File: src/rtl/fifo_reader_if.sv
// fifo_reader_if: FIFO pop side and stream side of fifo_reader.
// master = reader (i_empty/i_fifo_data/i_ready in; o_read/o_valid/o_data out).
interface fifo_reader_if #(
  parameter int len_data = 32
) ();
  logic                i_empty;
  logic [len_data-1:0] i_fifo_data;
  logic                o_read;
  logic                o_valid;
  logic                i_ready;
  logic [len_data-1:0] o_data;

  modport master (
    input  i_empty,
    input  i_fifo_data,
    input  i_ready,
    output o_read,
    output o_valid,
    output o_data
  );

  modport slave (
    output i_empty,
    output i_fifo_data,
    output i_ready,
    input  o_read,
    input  o_valid,
    input  o_data
  );
endinterface

File: src/rtl/fifo_reader.sv
// fifo_reader: pops a burst of words from a show-ahead FIFO onto a
// valid/ready stream, one word per cycle sustained.
// Ports: clk, rst_n (async, active-low); i_start/i_burst_len burst request;
// bus (fifo_reader_if.master) FIFO pop + stream; o_busy, o_done, o_err
// status pulses; dbg_remaining words still to pop.
// Optional stall abort enabled by defining FIFO_RD_TIMEOUT_EN.
module fifo_reader #(
  parameter int len_data    = 32,
  parameter int timeout_cyc = 255
) (
  input  logic          clk,
  input  logic          rst_n,
  input  logic          i_start,
  input  logic [7:0]    i_burst_len,
  fifo_reader_if.master bus,
  output logic          o_busy,
  output logic          o_done,
  output logic          o_err,
  output logic [7:0]    dbg_remaining
);

  typedef enum logic [1:0] {
    IDLE,
    BURST,
    FLUSH
  } state_t;

  state_t              state;
  state_t              state_n;
  logic [7:0]          rem;
  logic [7:0]          rem_n;
  logic                done_n;
  logic                err_n;
  logic                rd;
  logic                acc;
  logic                valid_q;
  logic [len_data-1:0] data_q;

  assign acc = valid_q && bus.i_ready;

  // pop only when the output register is free or drains this cycle
  assign rd = (state == BURST) && !bus.i_empty &&
              (rem != 8'd0) && (!valid_q || bus.i_ready);

  assign bus.o_read    = rd;
  assign bus.o_valid   = valid_q;
  assign bus.o_data    = data_q;
  assign o_busy        = (state != IDLE);
  assign dbg_remaining = rem;

`ifdef FIFO_RD_TIMEOUT_EN
  localparam int cw = (timeout_cyc < 2) ? 1 : $clog2(timeout_cyc);
  localparam logic [cw-1:0] cnt_max = cw'(timeout_cyc - 1);

  logic [cw-1:0] cnt;
  logic [cw-1:0] cnt_n;
  logic          stall;

  assign stall = (state == BURST) && bus.i_empty && (rem != 8'd0);
`else
  logic unused_tmo;
  assign unused_tmo = timeout_cyc[0];
`endif

  always_comb begin
    state_n = state;
    rem_n   = rem;
    done_n  = 1'b0;
    err_n   = 1'b0;
`ifdef FIFO_RD_TIMEOUT_EN
    cnt_n   = cnt;
`endif
    unique case (state)
      IDLE: begin
        if (i_start) begin
          if (i_burst_len != 8'd0) begin
            rem_n   = i_burst_len;
            state_n = BURST;
          end else begin
            done_n = 1'b1;
          end
        end
      end
      BURST: begin
        if (rd) begin
          rem_n = rem - 8'd1;
          if (rem == 8'd1) state_n = FLUSH;
        end
`ifdef FIFO_RD_TIMEOUT_EN
        if (rd) begin
          cnt_n = '0;
        end else if (stall) begin
          if (cnt == cnt_max) begin
            // abort: drop the rest, let FLUSH deliver any held word
            cnt_n   = '0;
            err_n   = 1'b1;
            rem_n   = 8'd0;
            state_n = FLUSH;
          end else begin
            cnt_n = cnt + cw'(1);
          end
        end
`endif
      end
      FLUSH: begin
        if (!valid_q || acc) begin
          done_n  = 1'b1;
          state_n = IDLE;
        end
      end
      default: state_n = IDLE;
    endcase
  end

  always_ff @(posedge clk or negedge rst_n) begin
    if (!rst_n) begin
      state   <= IDLE;
      rem     <= 8'd0;
      valid_q <= 1'b0;
      data_q  <= '0;
      o_done  <= 1'b0;
    end else begin
      state  <= state_n;
      rem    <= rem_n;
      o_done <= done_n;
      if (rd) begin
        data_q  <= bus.i_fifo_data;
        valid_q <= 1'b1;
      end else if (acc) begin
        valid_q <= 1'b0;
      end
    end
  end

`ifdef FIFO_RD_TIMEOUT_EN
  always_ff @(posedge clk or negedge rst_n) begin
    if (!rst_n) begin
      cnt   <= '0;
      o_err <= 1'b0;
    end else begin
      cnt   <= cnt_n;
      o_err <= err_n;
    end
  end
`else
  assign o_err = 1'b0;
  logic unused_err;
  assign unused_err = err_n;
`endif

endmodule

File: src/flat_wrapper.sv
// flat-port wrapper written by rule: the top's interface ports become plain ports
module fifo_reader_flat 
#(
  parameter int len_data    = 32,
  parameter int timeout_cyc = 255
)
  (clk, rst_n, i_start, i_burst_len, o_busy, o_done, o_err, dbg_remaining, bus_i_empty, bus_i_fifo_data, bus_i_ready, bus_o_read, bus_o_valid, bus_o_data);
  fifo_reader_if #(.len_data(len_data)) bus_i ();
  input  logic clk;
  input  logic rst_n;
  input  logic i_start;
  input  logic [7:0] i_burst_len;
  output logic o_busy;
  output logic o_done;
  output logic o_err;
  output logic [7:0] dbg_remaining;
  input wire logic [$bits(bus_i.i_empty)-1:0] bus_i_empty;
  input wire logic [$bits(bus_i.i_fifo_data)-1:0] bus_i_fifo_data;
  input wire logic [$bits(bus_i.i_ready)-1:0] bus_i_ready;
  output wire logic [$bits(bus_i.o_read)-1:0] bus_o_read;
  output wire logic [$bits(bus_i.o_valid)-1:0] bus_o_valid;
  output wire logic [$bits(bus_i.o_data)-1:0] bus_o_data;
  assign bus_i.i_empty = bus_i_empty;
  assign bus_i.i_fifo_data = bus_i_fifo_data;
  assign bus_i.i_ready = bus_i_ready;
  assign bus_o_read = bus_i.o_read;
  assign bus_o_valid = bus_i.o_valid;
  assign bus_o_data = bus_i.o_data;
  fifo_reader #(.len_data(len_data), .timeout_cyc(timeout_cyc)) u_core (.clk(clk), .rst_n(rst_n), .i_start(i_start), .i_burst_len(i_burst_len), .bus(bus_i), .o_busy(o_busy), .o_done(o_done), .o_err(o_err), .dbg_remaining(dbg_remaining));
endmodule
File: config.mk
export PLATFORM = sky130hd
export DESIGN_NAME = fifo_reader_flat
export DESIGN_NICKNAME = d
export VERILOG_FILES = /design/src/rtl/fifo_reader_if.sv /design/src/rtl/fifo_reader.sv /design/src/flat_wrapper.sv
export SDC_FILE = /design/constraint.sdc
export NUM_CORES = 1
export LEC_CHECK = 0
export ABC_AREA = 1
export CORE_MARGIN = 1
export CORE_UTILIZATION = 35
export CTS_BUF_LIST = sky130_fd_sc_hd__clkbuf_16
export DETAILED_ROUTE_END_ITERATION = 6
export PLACE_DENSITY = 0.75
export SLEW_MARGIN = 20
export SYNTH_ARGS = -nofsm -noshare
export SYNTH_HDL_FRONTEND = slang
export SYNTH_SLANG_ARGS = --single-unit
File: constraint.sdc
create_clock -name clk -period 1.75 [get_ports clk]
set_input_delay 0.175 -clock clk [delete_from_list [all_inputs] [get_ports clk]]
set_output_delay 0.175 -clock clk [all_outputs]
set_load 0.005 [all_outputs]
* After elaboration in Yosys (flattened, before gate mapping)
Cells that the tools add are included.
Widths: inputs -> output; s select.
** Storage, ports and cells
- Logic and storage cells :: 46
- Memory bits (writable) :: 0
- Bits in read-only memories :: 0
- Flip-flop bits (word level) :: 44
- Input port bits :: 45
- Latch bits :: 0
- Memories kept :: 0
** Operators by class
- Eq/ne operators :: 8
- Reductions and logical operators :: 16
- Divide/modulo/power cells :: 0
- Magnitude comparators :: 0
- Multiply operators :: 0
- Shift-type cells :: 0
- Add/subtract/negate cells :: 1
- Multiplexer cells :: 16
- Bitwise gates (word level) :: 0
** Operator list (number)
- $mux 8 :: 3
- $pmux 8 s2 :: 1
- $reduce_bool 8->1 :: 2
- $mux 2 :: 5
- $eq 8x1->1 const B :: 1
- $sub 8x1->8 const B :: 1
- $ne 2x2->1 const B :: 3
- $pmux 2 s3 :: 1
- $reduce_bool 2->1 :: 3
- $mux 1 :: 5
- $reduce_and 5->1 :: 1
- $logic_and 1x1->1 :: 4
- $ne 2x1->1 const B :: 2
- $reduce_and 4->1 :: 1
- $eq 2x1->1 const B :: 1
- $eq 2x2->1 const B :: 1
- $logic_not 1->1 :: 2
- $logic_not 2->1 :: 1
- $logic_or 1x1->1 :: 2
- $pmux 1 s2 :: 1

* Depth between registers and ports, before layout
Gate-level depths: netlist of run 1.
- Depth after elaboration :: 6
- Depth in mapped cells :: 10
- Depth with buffers taken out :: 10

* Worst setup path after synthesis of run 1
Ideal clock, no wire load.
- Kind :: reg2reg
- Start :: register u_core.rem[0] (netlist: u_core.dbg_remaining[0])
- End :: register u_core.data_q[10] (netlist: u_core.bus.o_data[10])
- Cell stages (with the launch flop) :: 11
- Clock period less this slack :: 1.434 ns
- Path buffers :: 1
- Arrival :: 1.318 ns
- Data required time :: 1.634 ns
- Path slack :: 0.316 ns
- Path through :: dfrtp_1 > inv_1 > ha_1 > inv_1 > nor2_1 > nand2_1 > nand3_4 > clkinv_2 > buf_6 > nand2_1 > nand2_1
** On the way
- Cells in the longest elaborated chain, start to end :: 3
** RTL lines
- start: declaration :: line fifo_reader.sv:30 : logic [7:0] rem;
- start signal: assignment :: line fifo_reader.sv:124 : rem <= rem_n;
- $reduce_bool 8->1 :: line fifo_reader.sv:43 : (rem != 8'd0) && (!valid_q || bus.i_ready);
- $logic_and 1x1->1 :: line fifo_reader.sv:42 : assign rd = (state == BURST) && !bus.i_empty &&
- $logic_and 1x1->1 :: line fifo_reader.sv:43
- net bus_o_read :: line flat_wrapper.sv:20 : output wire logic [$bits(bus_i.o_read)-1:0] bus_o_read;
- end signal: assignment :: line fifo_reader.sv:127 : data_q <= bus.i_fifo_data;
- end: declaration :: line fifo_reader.sv:37 : logic [len_data-1:0] data_q;
The timed path passes the listed nets, and every way through them passes these cells.
A chain may end at the register's enable or synchronous reset.

* Worst setup path after layout of run 1
- Start :: register u_core.rem[0] (netlist: u_core.dbg_remaining[0])
- End :: output port bus_o_read
** On the way
- Cells in the longest elaborated chain, start to end :: 3
** RTL lines (line)
- $reduce_bool 8->1 :: fifo_reader.sv:43
- $logic_and 1x1->1 :: fifo_reader.sv:42
- $logic_and 1x1->1 :: fifo_reader.sv:43
- end: declaration :: flat_wrapper.sv:20
Every way passes these cells.

==> results of run 1 <==
==> how the worst max path moves through the flow <==
stage	cells past startpoint	to
2_1_floorplan	10	u_core.bus.o_data[10]$_DFFE_PN0P_
3_3_place_gp	6	bus_o_read
3_5_place_dp	10	u_core.dbg_remaining[1]$_DFFE_PN0P_
4_1_cts	7	bus_o_read
5_1_grt	8	bus_o_read
6_report	8	bus_o_read
==> repair_timing <==
item	in CTS	in global routing
hold endpoints to repair	16	0
setup buffers	0	3
gates resized for setup	5	5
hold buffers	1	0
gates cloned	0	0
pin swaps	0	3
endpoints found under the setup margin	1	10
==> cell usage in the layout (no fill, tap or decap), drive strengths merged <==
| cell type | n |
|---|---|
| nand2 | 148 |
| nand4 | 3 |
| dlygate4sd3 | 1 |
| a21oi | 3 |
| bufinv | 1 |
| nand3 | 18 |
| clkinv | 1 |
| ha | 3 |
| dfrtp | 44 |
| clkinvlp | 1 |
| clkbuf | 5 |
| clkdlybuf4s50 | 86 |
| dlygate4sd2 | 1 |
| inv | 18 |
| o21ai | 5 |
| nor2 | 28 |
| conb | 1 |
| buf | 20 |
==> flip-flops by register name, summed over array words and instances (netlist names) <==
register              flops
u_core.state              2
u_core.o_done             1
u_core.bus.o_valid        1
u_core.dbg_remaining      8
u_core.bus.o_data        32
==> per-layer routing <==
layer | share of wire [%] | track usage (%) | up-vias | wire, µm
met2 | 49 | 31.4 | 69 | 2810
met1 | 44 | 23.6 | 975 | 2480
met3 | 5.8 | 3.98 | 7 | 331
met5 | 0 | 0 | - | 0
met4 | 1.1 | 5.18 | 0 | 63
li1 | - | - | 1070 | -
==> report_power, final <==
part | switching, W | leakage [nW] | internal [W]
Clock | 0.000412 | 0.0804 | 0.000679
Sequential | 0.000291 | 0.550 | 0.00150
Combinational | 0.00146 | 1.07 | 0.00158
==> area by class of cell <==
cell class              count  area share (%)
flip-flops and latches     44            32.4
well taps                  75            2.77
clock buffers               5            3.69
inverters                  18            2.03
clock inverters             3            1.36
repair buffers            108            30.3
multi-input cells         209            27.4
==> kinds of logic after synthesis <==
family                     after synthesis  share of synthesized area, %
adders and majority gates                3                          1.75
and+or+nand+nor                        197                          38.4
other                                    1                         0.174
AOI/OAI and AO/OA                        8                          2.39
buffers and inverters                   26                          6.05
DFF                                     44                          51.2
==> through the flow <==
step                worst slack (ns)  area [µm²]  utilization, %
floorplan                      0.316        2150               -
global placement               0.132        3180            53.7
detailed placement            0.0474        3180            53.7
CTS                           0.0440        3360            56.8
global route                -0.00944        3390            57.3
finish                        0.0892        3390            57.3
==> reports/summary.txt, run 1 <==
Worst setup EP type: primary output
Final net count: 434
Clock Pin Slew Worst Setup and Hold Paths: 0.06 ns
Initial core utilization: 36.3%
Result of the run: complete, no violations
Synth Cell Area: 2150 µm²
TritonCTS Buffers: 5
Area of the core: 5920 µm²
Fraction of layout instances using a drive strength above 1: 11.9%
Worst skew pair latency: 0.28 ns
Cell with the most instances after synthesis: nand2_1
Worst path top cell family by delay: buffers and inverters
Commonest cells post-synth: nand2_1, dfrtp_1, nor2_1, nand3_1, inv_1
Count of endpoints failing hold in the final timing report: 0
Residual overflow from global routing: 0
Sequential cell area fraction in the yosys report: 51.2%
Fraction of registers with async set/reset: 100%
Count of routing violations after the opening detailed-route iteration: 105
Number of optimization iterations in the first detailed-route pass: 4
Count of state elements after synthesis: 44
Power per unit of standard cell area: 1750 nW/µm²
Number of buffers added on ports: 88
Post-synth cell types: 21
Setup slack, reg-to-reg: 0.16 ns
Crit. Startpoint: u_core.dbg_remaining[0]$_DFFE_PN0P_
Placer's final routability congestion estimate: 0.895
Number of flops mapped to enable cells by yosys: 0
Pins Over Slew Limit: 0
Longest Clk Path Bufs: 2
Avg Synthesized Cell Area: 7.70 µm²
Worst Skew: 0.00339 ns
IR Drop Worst-Case VDD: 0.000904 V
Post-route DRC: 0
Vias: 2121
Total area of multi-input combinational cells: 931 µm²
Synth top area cells: dfrtp_1, nand2_1, nor2_1
Pin count of the biggest net entering global routing: 33
Arrival time at the worst endpoint: 1.49 ns
Drt total wl: 5680 µm
Floorplan die height: 80.4 µm
Post-Synthesis Cells: 279
TritonCTS clock tree: yes
Leakage power: 1.70 nW
Antenna diodes: 0
Critical Path Slowest Stage Cell: dfrtp_1
Synthesized net count: 327
Sinks on the clock net: 44
Slowest cell delay on critical path: 0.39 ns
Antenna-violating nets left: 0
WS Path Type: flip-flop to primary output
Die Outline Area: 6460 µm²
Clock root buffer: clkbuf_16
Worst Path Buf+Inv: 4
GR Util All Layers: 18.5%
Final routed wire length divided by cell count: 12.3 µm
Critical-path maximum fanout: 3
Endpoint of the most critical register-to-register path: u_core.dbg_remaining[1]$_DFFE_PN0P_
Instance count after placement with tap cells included: 450
Cell-by-cell listing of the critical path: inv_2, ha_1, inv_1, nor2_2, nand2_2, nand3_4, clkinv_2, dlygate4sd2_1
Count of non-filler cells in the finished layout: 462
Reg-to-reg startpoint: u_core.dbg_remaining[0]$_DFFE_PN0P_
Placement row count: 28
Data required time at the worst endpoint: 1.57 ns
Die Wd: 80.4 µm
Setup tns final: 0 ns
Hold_ws: 0.348 ns
HPWL after detailed placement: 4350 µm
Tmin final: 1.66 ns
Antenna violations before repair: 0
Fill cell count: 548
Clock H-tree levels: 2
Vias in the first global route: 2042
Fraction of synthesized cell area taken by the top area cell type: 51.2%
Total Power: 0.00592 W
Dominant cell type by area after synthesis: dfrtp_1
Number of failing setup endpoints in the final timing report: 0
First-pass GRT wire length: 9200 µm
Most used DFF post-synth: dfrtp_1
Via/cell ratio: 4.59
Class of the tightest hold or removal check: input port to asynchronous set/reset pin
Combined flip-flop and latch cell area: 1100 µm²
Area growth from synthesis to layout: 57.9%
Top achievable clock speed: 0.602 GHz
Number of cells on the worst reg-to-reg path: 11
Count of maximum capacitance violations: 0
Tcrit/Tclk final: 94.9%
Ports: 90
Startpoint types: flip-flop
Count of warnings emitted by yosys: 0
No activity file was read; power rests on OpenSTA's default activity.
==> run 2, diff against run 1 <==
- CTS_CLUSTER_DIAMETER: unset -> 40
- HOLD_SLACK_MARGIN: unset -> 0.1
- PLACE_DENSITY: 0.75 -> 0.77
- clock period: 1.75 -> 1.45 ns (I/O delays scaled with it)
==> run 2 against run 1 <==
Compared with the run above:
- the flow now finishes with violations (negative setup slack)
- register-to-register slack worse by 0.29 ns
- clock power about the same
- clock skew decreased by 0.00099 ns
- routed wire length grew 2.8%
- combinational power up 44%
- global-route usage increased by 0.16 points
- core utilization rose by 4.1 points
- total power is 28% higher
- final cell count increased by 3.9%
- hold slack improved by 0.021 ns
- critical path type is now flip-flop to flip-flop
- critical endpoint is now u_core.dbg_remaining[3]$_DFFE_PN0P_
- largest power group unchanged
==> reports/summary.txt, run 2 (synthesis gave the netlist of run 1 again) <==
Crit. Startpoint: u_core.state[1]$_DFFE_PN0P_ (was u_core.dbg_remaining[0]$_DFFE_PN0P_)
Layer with the highest usage: met2 (unchanged)
Count of endpoints failing hold in the final timing report: 0 (unchanged)
Top achievable clock speed: 0.634 GHz
TritonCTS clock tree: yes (unchanged)
Power per unit of standard cell area: 2090 nW/µm² (was 1750 nW/µm²)
Setup tns final: -1.11 ns (was 0 ns)
Setup slack at placement: -0.133 ns (was 0.0474 ns)
Slowest cell delay on critical path: 0.39 ns (about the same)
Via/cell ratio: 4.52 (was 4.59)
Vias: 2168 (was 2121)
Placer's final routability congestion estimate: 0.911 (was 0.895)
Count of maximum capacitance violations: 0 (unchanged)
Critical Path Slowest Stage Cell: dfrtp_1 (unchanged)
Antenna diodes: 0 (unchanged)
Critical-path maximum fanout: 8 (was 3)
GR Util met1: 22.9% (was 23.6%)
Drt total wl: 5840 µm (was 5680 µm)
Clock Pin Slew Worst Setup and Hold Paths: 0.06 ns (about the same)
Die Outline Area: 6460 µm² (unchanged)
Worst skew pair latency: 0.28 ns (about the same)
Arrival time at the worst endpoint: 1.75 ns (was 1.49 ns)
Final cell area excluding filler cells: 3640 µm² (was 3390 µm²)
Antenna violations before repair: 0 (unchanged)
Tcrit/Tclk final: 109%
Longest Clk Path Bufs: 2 (unchanged)
TritonCTS Buffers: 5 (unchanged)
Post-Place Cell Area: 3300 µm² (was 3180 µm²)
Commonest non-fill, non-tap cell in the layout: nand2_1 (unchanged)
Reg-to-reg startpoint: u_core.state[1]$_DFFE_PN0P_ (was u_core.dbg_remaining[0]$_DFFE_PN0P_)
Most frequent cells in the layout: nand2_1, clkdlybuf4s50_1, dfrtp_1 (unchanged)
Sequential share of power: 28.0% (was 30.2%)
Result of the run: finished with violations (was complete, no violations)
Cell-by-cell listing of the critical path: buf_6, nor2_8, inv_4, nor2_4, nand3_4, buf_6, buf_6, nand2_8, nand3_4, nand2_1, nand2_1 (was inv_2, ha_1, inv_1, nor2_2, nand2_2, nand3_4, clkinv_2, dlygate4sd2_1)
Ports: 90 (unchanged)
Floorplan die height: 80.4 µm (unchanged)
Placement row count: 28 (unchanged)
IR Drop Worst-Case VDD: 0.000948 V (was 0.000904 V)
Combinational cell fraction of total power: 57.8% (was 51.4%)
First-pass GRT wire length: 9270 µm (was 9200 µm)
Count of routing violations after the opening detailed-route iteration: 86 (was 105)
HPWL after detailed placement: 4140 µm (was 4350 µm)
Clock share of power: 14.2% (was 18.4%)
Residual overflow from global routing: 0 (unchanged)
Endpoint of the most critical register-to-register path: u_core.dbg_remaining[3]$_DFFE_PN0P_ (was u_core.dbg_remaining[1]$_DFFE_PN0P_)
Tmin final: 1.58 ns
Clock root buffer: clkbuf_16 (unchanged)
RSZ-0062 raised after global routing: yes
Met3 track utilization from global routing: 4.09% (was 3.98%)
Leakage power: 1.83 nW (was 1.70 nW)
Die Wd: 80.4 µm (unchanged)
Sinks on the clock net: 44 (unchanged)
GR Util All Layers: 18.7% (was 18.5%)
Startpoint types: flip-flop (unchanged)
Clock H-tree levels: 2 (unchanged)
Vias in the first global route: 2114 (was 2042)
Internal power component: 0.00479 W (was 0.00376 W)
Setup slack, reg-to-reg: -0.13 ns (was 0.16 ns)
Number of optimization iterations in the first detailed-route pass: 4 (unchanged)
Final routed wire length divided by cell count: 12.2 µm (was 12.3 µm)
Failing checks: negative setup slack
Data required time at the worst endpoint: 1.62 ns (was 1.57 ns)
Area growth from synthesis to layout: 69.3% (was 57.9%)
Number of cells on the worst reg-to-reg path: 11 (unchanged)
Antenna-violating nets left: 0 (unchanged)
Pins Over Slew Limit: 0 (unchanged)
Final net count: 453 (was 434)
WS Path Type: flip-flop to flip-flop (was flip-flop to primary output)
Worst Skew: 0.00240 ns (was 0.00339 ns)
Worst setup EP type: flip-flop (was primary output)
Fraction of power spent switching nets: 37.1% (was 36.5%)
Flip-flop count of the largest register after layout: 32 (unchanged)
Number of buffers added on ports: 88 (unchanged)
Final worst-path setup slack: -0.126 ns (was 0.0892 ns)
Post-route DRC: 0 (unchanged)
Switching component of the power: 0.00282 W (was 0.00216 W)
Hold_ws: 0.368 ns (was 0.348 ns)
Number of failing setup endpoints in the final timing report: 11 (was 0)
Initial core utilization: 36.3% (unchanged)
Critical path's most frequent cell: buf_6
Area of the core: 5920 µm² (unchanged)
Finished Core Util: 61.5% (was 57.3%)
Grt met2 use: 33.0% (was 31.4%)
Fraction of layout instances using a drive strength above 1: 20.2% (was 11.9%)
Class of the tightest hold or removal check: input port to asynchronous set/reset pin (unchanged)
Pin count of the biggest net entering global routing: 45 (was 33)
[run 2: cell types whose count changed in the layout (fill, tap and decap cells not counted), moves of 3 or more]
| cell | delta |
|---|---|
| buf_4 | +12 |
| buf_6 | +6 |
| clkdlybuf4s50_1 | -3 |
| nand2_1 | -10 |
| nand2_2 | +10 |
| nand3_1 | -3 |
| nand3_2 | +3 |
[run 2: through the flow]
stage          total power (W)  cells
2_1_floorplan          0.00388    279
3_3_place_gp           0.00594    465
3_5_place_dp           0.00604    465
4_1_cts                0.00728    477
5_1_grt                0.00820    480
6_report               0.00761    480
[run 2: metal layers]
layer / vias to the layer above / routed length [µm]
met4: 0 / 72
li1: 1100 / -
met3: 8 / 255
met2: 55 / 2940
met5: - / 0
met1: 1005 / 2570
[run 2: worst max-delay path by stage]
stage	end	slack (ns)
after global placement	bus_o_read	-0.12
after floorplan	u_core.bus.o_data[10]$_DFFE_PN0P_	0.02
after detailed placement	bus_o_read	-0.13
after CTS	u_core.state[0]$_DFFE_PN0P_	-0.11
final	u_core.dbg_remaining[3]$_DFFE_PN0P_	-0.13
after global routing	u_core.dbg_remaining[2]$_DFFE_PN0P_	-0.19
[run 2: cell type report]
type                    instances  area [µm²]
clock inverters                 2        12.5
clock buffers                   5         125
multi-input cells             209        1010
repair buffers                127        1220
inverters                      18        72.6
fillers                       515        2280
well taps                      75        93.8
flip-flops and latches         44        1100
[run 2: what timing repair did]
action                                 CTS  global route
hold buffers                             1             0
setup endpoints to repair               45            46
gates resized for setup                 16            33
endpoints found under the hold margin   44             0
pin swaps                                8            14
setup buffers                            4             3
[run 2: power by group through the flow]
stage / Sequential (W) / Clock [W] / Combinational [W]
6_report: 0.00213 / 0.00108 / 0.00439
5_1_grt: 0.00221 / 0.00115 / 0.00483
4_1_cts: 0.00213 / 0.00110 / 0.00405
3_5_place_dp: 0.00212 / 0 / 0.00392
3_3_place_gp: 0.00212 / 0 / 0.00381
2_1_floorplan: 0.00223 / 0 / 0.00165
[run 2: worst max-delay path: cells and delay by family (launching register included)]
family	cells	cell delay, ns
AND/OR/NAND/NOR	7	0.66
buffers and inverters	4	0.42
flip-flops	1	0.39
==> run 3, diff against run 2 <==
- CTS_BUF_LIST: sky130_fd_sc_hd__clkbuf_16 -> sky130_fd_sc_hd__clkbuf_4
- SLEW_MARGIN: 20 -> 0
==> run 3 against run 2 <==
Compared with the run above:
- the run still ends with negative setup slack left
- critical path depth increased by 1
- largest power group unchanged
- via count grew 2.9%
- maximum frequency decreased by 1.8%
- total power shrank 3.8%
- highest routed layer unchanged
- register-to-register slack got worse by 0.03 ns
- clock power down 47%
==> reports/summary.txt, run 3 (synthesis gave the netlist of run 1 again) <==
Hold_ws: 0.270 ns (was 0.368 ns)
Setup slack at placement: -0.133 ns (unchanged)
Switching component of the power: 0.00282 W (about the same)
Combinational cell fraction of total power: 63.3% (was 57.8%)
Fraction of power spent switching nets: 38.6% (was 37.1%)
Drt total wl: 6110 µm (was 5840 µm)
TritonCTS clock tree: yes (unchanged)
Number of failing setup endpoints in the final timing report: 44 (was 11)
Arrival time at the worst endpoint: 1.85 ns (was 1.75 ns)
Longest Clk Path Bufs: 2 (unchanged)
Post-route DRC: 0 (unchanged)
Initial core utilization: 36.3% (unchanged)
Final cell area excluding filler cells: 3700 µm² (was 3640 µm²)
HPWL after detailed placement: 4140 µm (unchanged)
Floorplan die height: 80.4 µm (unchanged)
Commonest non-fill, non-tap cell in the layout: nand2_1 (unchanged)
Data required time at the worst endpoint: 1.70 ns (was 1.62 ns)
Clock Pin Slew Worst Setup and Hold Paths: 0.13 ns (was 0.06 ns)
TritonCTS Buffers: 5 (unchanged)
Leakage power: 1.96 nW (was 1.83 nW)
Vias: 2230 (was 2168)
Crit. Startpoint: u_core.state[0]$_DFFE_PN0P_ (was u_core.state[1]$_DFFE_PN0P_)
Internal power component: 0.00449 W (was 0.00479 W)
Pins Over Slew Limit: 0 (unchanged)
Sinks on the clock net: 44 (unchanged)
Count of maximum capacitance violations: 0 (unchanged)
Worst Skew: 0.00801 ns (was 0.00240 ns)
Antenna violations before repair: 0 (unchanged)
Vias in the first global route: 2114 (unchanged)
WS Path Type: flip-flop to flip-flop (unchanged)
Antenna-violating nets left: 0 (unchanged)
Tmin final: 1.61 ns (was 1.58 ns)
IR Drop Worst-Case VDD: 0.000987 V (was 0.000948 V)
Critical-path maximum fanout: 8 (unchanged)
GR Util All Layers: 18.6% (was 18.7%)
Count of routing violations after the opening detailed-route iteration: 110 (was 86)
Worst skew pair latency: 0.35 ns (was 0.28 ns)
Via/cell ratio: 4.54 (was 4.52)
Count of endpoints failing hold in the final timing report: 0 (unchanged)
Flip-flop count of the largest register after layout: 32 (unchanged)
Clock root buffer: clkbuf_4 (was clkbuf_16)
First-pass GRT wire length: 9250 µm (was 9270 µm)
Number of buffers added on ports: 88 (unchanged)
Number of optimization iterations in the first detailed-route pass: 4 (unchanged)
Tcrit/Tclk final: 111% (was 109%)
Power per unit of standard cell area: 1980 nW/µm² (was 2090 nW/µm²)
Reg-to-reg startpoint: u_core.state[0]$_DFFE_PN0P_ (was u_core.state[1]$_DFFE_PN0P_)
Top achievable clock speed: 0.623 GHz (was 0.634 GHz)
Fraction of layout instances using a drive strength above 1: 22.4% (was 20.2%)
Placer's final routability congestion estimate: 0.911 (unchanged)
Clock share of power: 7.8% (was 14.2%)
Die Outline Area: 6460 µm² (unchanged)
Sequential share of power: 28.9% (was 28.0%)
Area growth from synthesis to layout: 72.1% (was 69.3%)
Die Wd: 80.4 µm (unchanged)
Area of the core: 5920 µm² (unchanged)
Final net count: 464 (was 453)
Most frequent cells in the layout: nand2_1, clkdlybuf4s50_1, dfrtp_1 (unchanged)
Ports: 90 (unchanged)
Final routed wire length divided by cell count: 12.5 µm (was 12.2 µm)
Result of the run: finished with violations (unchanged)
Pin count of the biggest net entering global routing: 45 (unchanged)
Antenna diodes: 0 (unchanged)
Class of the tightest hold or removal check: input port to asynchronous set/reset pin (unchanged)
Post-Place Cell Area: 3300 µm² (unchanged)
Final worst-path setup slack: -0.156 ns (was -0.126 ns)
Worst setup EP type: flip-flop (unchanged)
Clock H-tree levels: 2 (unchanged)
Residual overflow from global routing: 0 (unchanged)
Failing checks: negative setup slack (unchanged)
RSZ-0062 raised after global routing: yes (unchanged)
Startpoint types: flip-flop (unchanged)
Placement row count: 28 (unchanged)
## run 3: final timing paths
path	to	slack, ns	depth (start not counted)
max	u_core.dbg_remaining[3]$_DFFE_PN0P_	-0.16	12
min	u_core.dbg_remaining[5]$_DFFE_PN0P_	0.27	3
max reg2reg	u_core.dbg_remaining[3]$_DFFE_PN0P_	-0.16	12
min reg2reg	u_core.bus.o_data[29]$_DFFE_PN0P_	0.49	2
max in group asynchronous	u_core.bus.o_data[19]$_DFFE_PN0P_	0.95	3
min in group clk	u_core.bus.o_data[12]$_DFFE_PN0P_	0.31	3
## run 3: layer usage
| metal | routed length (µm) | vias up | track usage [%] |
|---|---|---|---|
| met2 | 3080 | 65 | 32.5 |
| met4 | 52 | 0 | 4.46 |
| met1 | 2690 | 1036 | 23.0 |
| met3 | 297 | 5 | 4.32 |
| li1 | - | 1124 | - |
| met5 | 0 | - | 0 |
## run 3: final cells by class
cell class                      count  area [µm²]
Inverter                           18        80.1
Tap cell                           75        93.8
Fill cell                         532        2220
Timing Repair Buffer              138        1360
Multi-Input combinational cell    209        1020
Clock buffer                        5        37.5
Sequential cell                    44        1100
Clock inverter                      2        12.5
## run 3: what timing repair did
action | in CTS | in global routing
hold endpoints to repair | 44 | 0
resized for setup | 24 | 45
hold buffers | 1 | 0
endpoints found under the setup margin | 53 | 53
buffers inserted | 6 | 11
cloned | 0 | 3
pin swaps | 6 | 17
## run 3: per-stage QoR
stage | utilization, % | cells | total power, W | TNS [ns]
floorplan | - | 279 | 0.00388 | 0
global placement | 55.8 | 465 | 0.00594 | -0.334
detailed placement | 55.8 | 465 | 0.00604 | -1.86
CTS | 58.1 | 479 | 0.00676 | -2.86
global route | 62.5 | 491 | 0.00793 | -7.92
finish | 62.5 | 491 | 0.00732 | -3.59
## run 3: power by group through the flow
stage               Clock, W  Sequential [W]  Combinational, W
finish              0.000569         0.00212           0.00463
global route        0.000652         0.00220           0.00508
CTS                 0.000596         0.00211           0.00405
detailed placement         0         0.00212           0.00392
global placement           0         0.00212           0.00381
floorplan                  0         0.00223           0.00165
## run 3: worst max-delay path, stage by stage (launching register included)
cell     delay, ns
dfrtp_1       0.39
buf_6         0.11
inv_6         0.04
nor2_8        0.11
inv_4         0.04
nor2_4        0.11
nand3_4       0.09
buf_6         0.13
buf_8         0.12
nand2_8       0.07
nand3_4       0.15
nand2_1       0.09
nand2_1       0.05
==> RTL change 1: new RTL, settings of run 2 <==
Encoding of `state_t`: now one-hot (3 bits for 3 states).
--- a/src/rtl/fifo_reader.sv
+++ b/src/rtl/fifo_reader.sv
@@ -21,6 +21,6 @@
 
-  typedef enum logic [1:0] {
-    IDLE,
-    BURST,
-    FLUSH
+  typedef enum logic [2:0] {
+    IDLE  = 3'b001,
+    BURST = 3'b010,
+    FLUSH = 3'b100
   } state_t;
Function: same outputs for any inputs over 10 cycles, from zero or initial values and one cycle with rst_n low; not proved beyond that.
==> RTL change 1 against run 2 <==
  * The run still ends with setup timing left
  * Cell count rose by 1.5%
  * Total power is essentially flat
  * Largest cell class unchanged
  * Synthesized area rose by 2.6%
  * Design area grew 2.4%
  * Non-clock buffer count unchanged
  * Wire length increased by 6.5%
  * Largest power group unchanged
  * Worst setup slack got worse by 0.015 ns
  * Sequential cell count grew 1
  * Combinational power is 5.7% lower
==> RTL change 1: results (changes against run 2) <==
The flow ran to the end, but the final reports show violations. The final reports fail on setup timing. The count of different cell masters after synthesis is 24 (+14%).

The share of the synthesized netlist area taken by xor and xnor gates came out at 0.397% (+0.40 points). The first-pass GRT wire length is 9880 µm (+6.5%). The cell sitting at the root of the clock tree is a sky130_fd_sc_hd__clkbuf_16.

The starting DRC count in detailed routing is 190 (+120%). The cell total after placement is 474 (+1.9%). The post-detailed-route via-to-cell ratio came out at 4.71 (+4.4%). The largest clock skew in the final design was 0.00438 ns (+0.00198 ns).

The share of cells above drive strength 1 came to 18.7% (-1.6 points). The complex-gate fraction of the synthesized area came out at 2.67% (+0.28 points). In the post-synthesis netlist, the biggest area contributors are sky130_fd_sc_hd__dfrtp_1, sky130_fd_sc_hd__nand2_1, sky130_fd_sc_hd__nand3_1, sky130_fd_sc_hd__inv_1, sky130_fd_sc_hd__nor2_1. The number of fillers in the final layout came out at 505 (-1.9%). The share of synthesized cell area in full adder, half adder and majority cells came out at 1.70% (-0.044 points). The count of antenna diodes in the layout came out at 0 (unchanged).

The register area share after synthesis is 51.1% (-0.087 points). In the synthesized netlist, the cells that appear most often are sky130_fd_sc_hd__nand2_1, sky130_fd_sc_hd__dfrtp_1, sky130_fd_sc_hd__inv_1, sky130_fd_sc_hd__nor2_1, sky130_fd_sc_hd__nand3_1. The post-layout instance count excluding filler cells was 487 (+1.5%).

The least setup slack across all paths after layout came out at -0.141 ns (-0.0146 ns). The count of input and output buffers was 88 (unchanged). The half-perimeter wire length after placement came out at 4490 µm (+8.6%).

The via count of the first global-routing pass is 2241 (+6.0%). The leakage power figure was 1.93 nW (+5.7%). The net count reported at finish was 459 (+1.3%).

The cell count after synthesis is 285 (+2.2%). The synthesized netlist net count came out at 333 (+1.8%). The largest net degree at the start of global routing came out at 35 (-22%). The number of setup violations in the final report came out at 12 (+1).
[RTL change 1: final cells by class]
| class | instances | area share [%] |
|---|---|---|
| clock inverters | 3 | 1.01 |
| inverters | 21 | 2.25 |
| well taps | 75 | 2.52 |
| clock buffers | 5 | 3.36 |
| multi-input cells | 211 | 27.9 |
| repair buffers | 127 | 32.7 |
| flip-flops and latches | 45 | 30.3 |
[RTL change 1: worst paths after layout]
check / startpoint / endpoint / slack [ns] / cells after the start
min in group clk: bus_i_fifo_data[9] / u_core.bus.o_data[9] / 0.39 / 3
min: rst_n / u_core.bus.o_data[17] / 0.29 / 2
min reg2reg: u_core.bus.o_data[10] / u_core.bus.o_data[10] / 0.48 / 2
max in group asynchronous: rst_n / u_core.state[0] / 0.60 / 3
max: u_core.state[0] / u_core.dbg_remaining[6] / -0.14 / 8
max reg2reg: u_core.state[0] / u_core.dbg_remaining[6] / -0.14 / 8
[RTL change 1: through the flow]
| step | TNS [ns] | hold slack, ns | cell area (µm²) |
|---|---|---|---|
| after floorplan | -0.0878 | -0.151 | 2210 |
| after global placement | -0.674 | 0.0538 | 3400 |
| after detailed placement | -1.40 | 0.0521 | 3400 |
| after CTS | -3.12 | 0.279 | 3600 |
| after global routing | -2.11 | 0.316 | 3730 |
| final | -1.19 | 0.294 | 3730 |
[RTL change 1: logic make-up (layout without fill, tap and decap cells)]
logic type / after synthesis / after routing
AOI/OAI and AO/OA: 8 / 8
other: 1 / 1
DFF: 45 / 45
buffers and inverters: 29 / 156
xor gates and xnor gates: 1 / 1
adders and majority gates: 3 / 3
and+or+nand+nor: 198 / 198
[RTL change 1: per-layer routing]
layer	global-route usage [%]	up-vias	routed length [µm]
met3	4.72	16	407
met4	9.11	0	129
li1	-	1125	-
met2	34.6	84	3120
met5	0	-	0
met1	23.2	1071	2570
[RTL change 1: power breakdown]
group / internal [mW] / switching, mW / leakage (nW)
clock network: 0.801 / 0.465 / 0.0826
registers: 1.83 / 0.375 / 0.569
logic: 2.23 / 1.91 / 1.28
[RTL change 1: worst max-delay path, stage by stage, from the launching register on]
cell and delay [ns]:
sky130_fd_sc_hd__dfstp_2 0.55, sky130_fd_sc_hd__inv_4 0.05, sky130_fd_sc_hd__nor3_4 0.15, sky130_fd_sc_hd__inv_2 0.07, sky130_fd_sc_hd__buf_6 0.13, sky130_fd_sc_hd__o21ai_4 0.22, sky130_fd_sc_hd__buf_4 0.17, sky130_fd_sc_hd__nand3_1 0.09
sky130_fd_sc_hd__nand2_2 0.09
[RTL change 1: what timing repair did]
item                                   in CTS  in global routing
setup buffers                               2                  2
hold buffers                                1                  0
resized for setup                          10                 33
setup endpoints to repair                  46                 47
endpoints found under the hold margin      44                  0
pin swaps                                  14                 16
==> RTL change 2: new RTL, settings of run 2 <==
Made on the original files. `len_data` is set to 32 in 3 places; all go to 16.
--- a/src/rtl/fifo_reader_if.sv
+++ b/src/rtl/fifo_reader_if.sv
@@ -3,3 +3,3 @@
 interface fifo_reader_if #(
-  parameter int len_data = 32
+  parameter int len_data = 16
 ) ();
--- a/src/rtl/fifo_reader.sv
+++ b/src/rtl/fifo_reader.sv
@@ -7,3 +7,3 @@
 module fifo_reader #(
-  parameter int len_data    = 32,
+  parameter int len_data    = 16,
   parameter int timeout_cyc = 255
--- a/src/flat_wrapper.sv
+++ b/src/flat_wrapper.sv
@@ -3,3 +3,3 @@
 #(
-  parameter int len_data    = 32,
+  parameter int len_data    = 16,
   parameter int timeout_cyc = 255
Ports: changed (resized bus_i_fifo_data and bus_o_data); port bits go from 90 to 58. No check against the original RTL was run, so the function may have changed too.
==> RTL change 2 against run 2 <==
  * The run still ends with setup timing left
  * Total power decreased by 26%
  * Sequential cell count shrank 16
  * Sequential share of layout area is 3.0 points lower
  * Cell count fell by 27%
  * Design area decreased by 29%
  * Wire length shrank 15%
  * Critical path depth unchanged
  * Synthesized cell count down 25%
  * Synthesized area shrank 30%
  * Worst setup slack got worse by 0.026 ns
  * Combinational power down 22%
  * Worst hold slack got worse by 0.12 ns
  * Clock skew grew 0.00082 ns
  * Critical endpoint is now u_core.dbg_remaining[7]
==> RTL change 2: results (changes against run 2) <==
The synthesized netlist net count is 242 (-26%). The half-perimeter wire length after placement was 3160 µm (-24%). The setup total negative slack came to -1.85 ns (-0.737 ns). The share of the synthesized netlist area taken by xor and xnor gates came out at 0.582% (+0.58 points). The number of setup violations in the final report is 19 (+8). The data arrival at the endpoint of the critical path is 1.81 ns (+0.06 ns). The share of cells above drive strength 1 is 22.6% (+2.3 points). The register area share after synthesis came out at 46.6% (-4.7 points).

The share of synthesized cell area in full adder, half adder and majority cells came out at 2.49% (+0.75 points). The largest net degree at the start of global routing is 29 (-36%). After synthesis, the cell types taking the most area are sky130_fd_sc_hd__dfrtp_1, sky130_fd_sc_hd__nand2_1, sky130_fd_sc_hd__nor2_1, sky130_fd_sc_hd__nand3_1, sky130_fd_sc_hd__inv_1. The synthesis warning total came out at 0 (unchanged).

The via count of the routed design is 1715 (-21%). The first-pass GRT wire length is 7720 µm (-17%). The least setup slack across all paths after layout was -0.152 ns (-0.0262 ns). The number of fillers in the final layout came to 319 (-38%).

The CTS clock-pin slew for the worst setup and hold paths came out at 0.07 ns. The count of input and output buffers came to 56 (-36%). The count of different cell masters after synthesis came out at 22 (+4.8%). After synthesis, the most frequently instantiated cells are sky130_fd_sc_hd__nand2_1, sky130_fd_sc_hd__dfrtp_1, sky130_fd_sc_hd__nor2_1. The leakage power figure came out at 1.30 nW (-29%). The weighted congestion at the end of routability-driven global placement came to 0.937 (+2.8%). The proportion of synthesized flip-flops having asynchronous set or reset is 100% (unchanged). The complex-gate fraction of the synthesized area came out at 3.49% (+1.1 points). The CTS root buffer is sky130_fd_sc_hd__clkbuf_16.

The net count reported at finish is 334 (-26%). The setup slack after placement came out at -0.200 ns (-0.0678 ns). The detailed-route wire length per cell is 14.1 µm (+16%). The highest net fanout along the worst path is 6 (-2). The count of antenna diodes in the layout is 0 (unchanged). The total track usage is 23.1% (+4.4 points).

The flow ran to the end, but the final reports show violations. The largest clock skew in the final design is 0.00322 ns (+0.000819 ns). The worst hold path class is input port to asynchronous set/reset pin. The starting DRC count in detailed routing is 189 (+120%). The largest vdd supply drop came to 1.07 mV (+13%). The number of H-tree levels is 1 (-1). The number of flip-flops in the largest register is 16 (-50%).

The CTS buffer count came to 3 (-2). The final reports fail on setup timing.
RTL change 2: cell count changes in the layout (fill, tap and decap cells not counted), moves of 7 or more:
cell / change
sky130_fd_sc_hd__clkdlybuf4s50_1: -32
sky130_fd_sc_hd__nand2_2: -7
sky130_fd_sc_hd__nand2_1: -40
sky130_fd_sc_hd__dfrtp_1: -17
RTL change 2: per-layer routing:
metal | GRT usage (%) | part of all wire (%) | vias to the layer above
met5 | 0 | 0 | -
met4 | 12.2 | 3.2 | 0
met3 | 3.89 | 7.1 | 14
met2 | 39.0 | 50 | 85
met1 | 27.8 | 39 | 791
li1 | - | - | 825
RTL change 2: stage by stage:
stage,area (µm²),power (mW),std cells
after global routing,2570,6.00,351
after CTS,2540,5.47,352
after global placement,2310,4.28,340
final,2570,5.61,351
after floorplan,1510,2.75,210
after detailed placement,2310,4.36,340
RTL change 2: power breakdown:
group	switching, mW	total, mW	internal [mW]
Combinational	1.66	3.41	1.75
Clock	0.281	0.831	0.550
Sequential	0.215	1.37	1.15
Total	2.16	5.61	3.45
RTL change 2: final timing paths:
| check | start | endpoint | slack, ns | cells past startpoint |
|---|---|---|---|---|
| worst max-delay path | u_core.dbg_remaining[0] | u_core.dbg_remaining[7] | -0.15 | 11 |
| worst min-delay path | rst_n | u_core.bus.o_data[3] | 0.25 | 2 |
| worst max register to register | u_core.dbg_remaining[0] | u_core.dbg_remaining[7] | -0.15 | 11 |
| worst min register to register | u_core.bus.o_data[9] | u_core.bus.o_data[9] | 0.48 | 2 |
| max in group asynchronous | rst_n | u_core.state[1] | 0.91 | 2 |
| min in group clk | bus_i_fifo_data[9] | u_core.bus.o_data[9] | 0.41 | 3 |
RTL change 2: layout make-up:
class                   instances  area [µm²]  area share, %
inverters                      18        72.6           2.82
repair buffers                 92         855           33.2
well taps                      50        62.6           2.43
flip-flops and latches         28         702           27.3
clock inverters                 1        30.0           1.17
multi-input cells             159         774           30.1
clock buffers                   3        75.1           2.92
RTL change 2: worst max-delay path: stages (launching register included):
cell and delay [ns]:
sky130_fd_sc_hd__dfrtp_1 0.37, sky130_fd_sc_hd__inv_2 0.06, sky130_fd_sc_hd__ha_4 0.16, sky130_fd_sc_hd__inv_2 0.06, sky130_fd_sc_hd__nor2_2 0.04, sky130_fd_sc_hd__nand2_1 0.08, sky130_fd_sc_hd__nand3_2 0.12, sky130_fd_sc_hd__buf_6 0.16
sky130_fd_sc_hd__buf_6 0.11, sky130_fd_sc_hd__a21oi_4 0.20, sky130_fd_sc_hd__nand3_1 0.10, sky130_fd_sc_hd__nand2_1 0.08
RTL change 2: what timing repair did:
| item | CTS | global route |
|---|---|---|
| setup endpoints to repair | 29 | 31 |
| resized for setup | 27 | 13 |
| hold endpoints to repair | 0 | 0 |
| pin swaps | 13 | 6 |
| setup buffers | 9 | 0 |
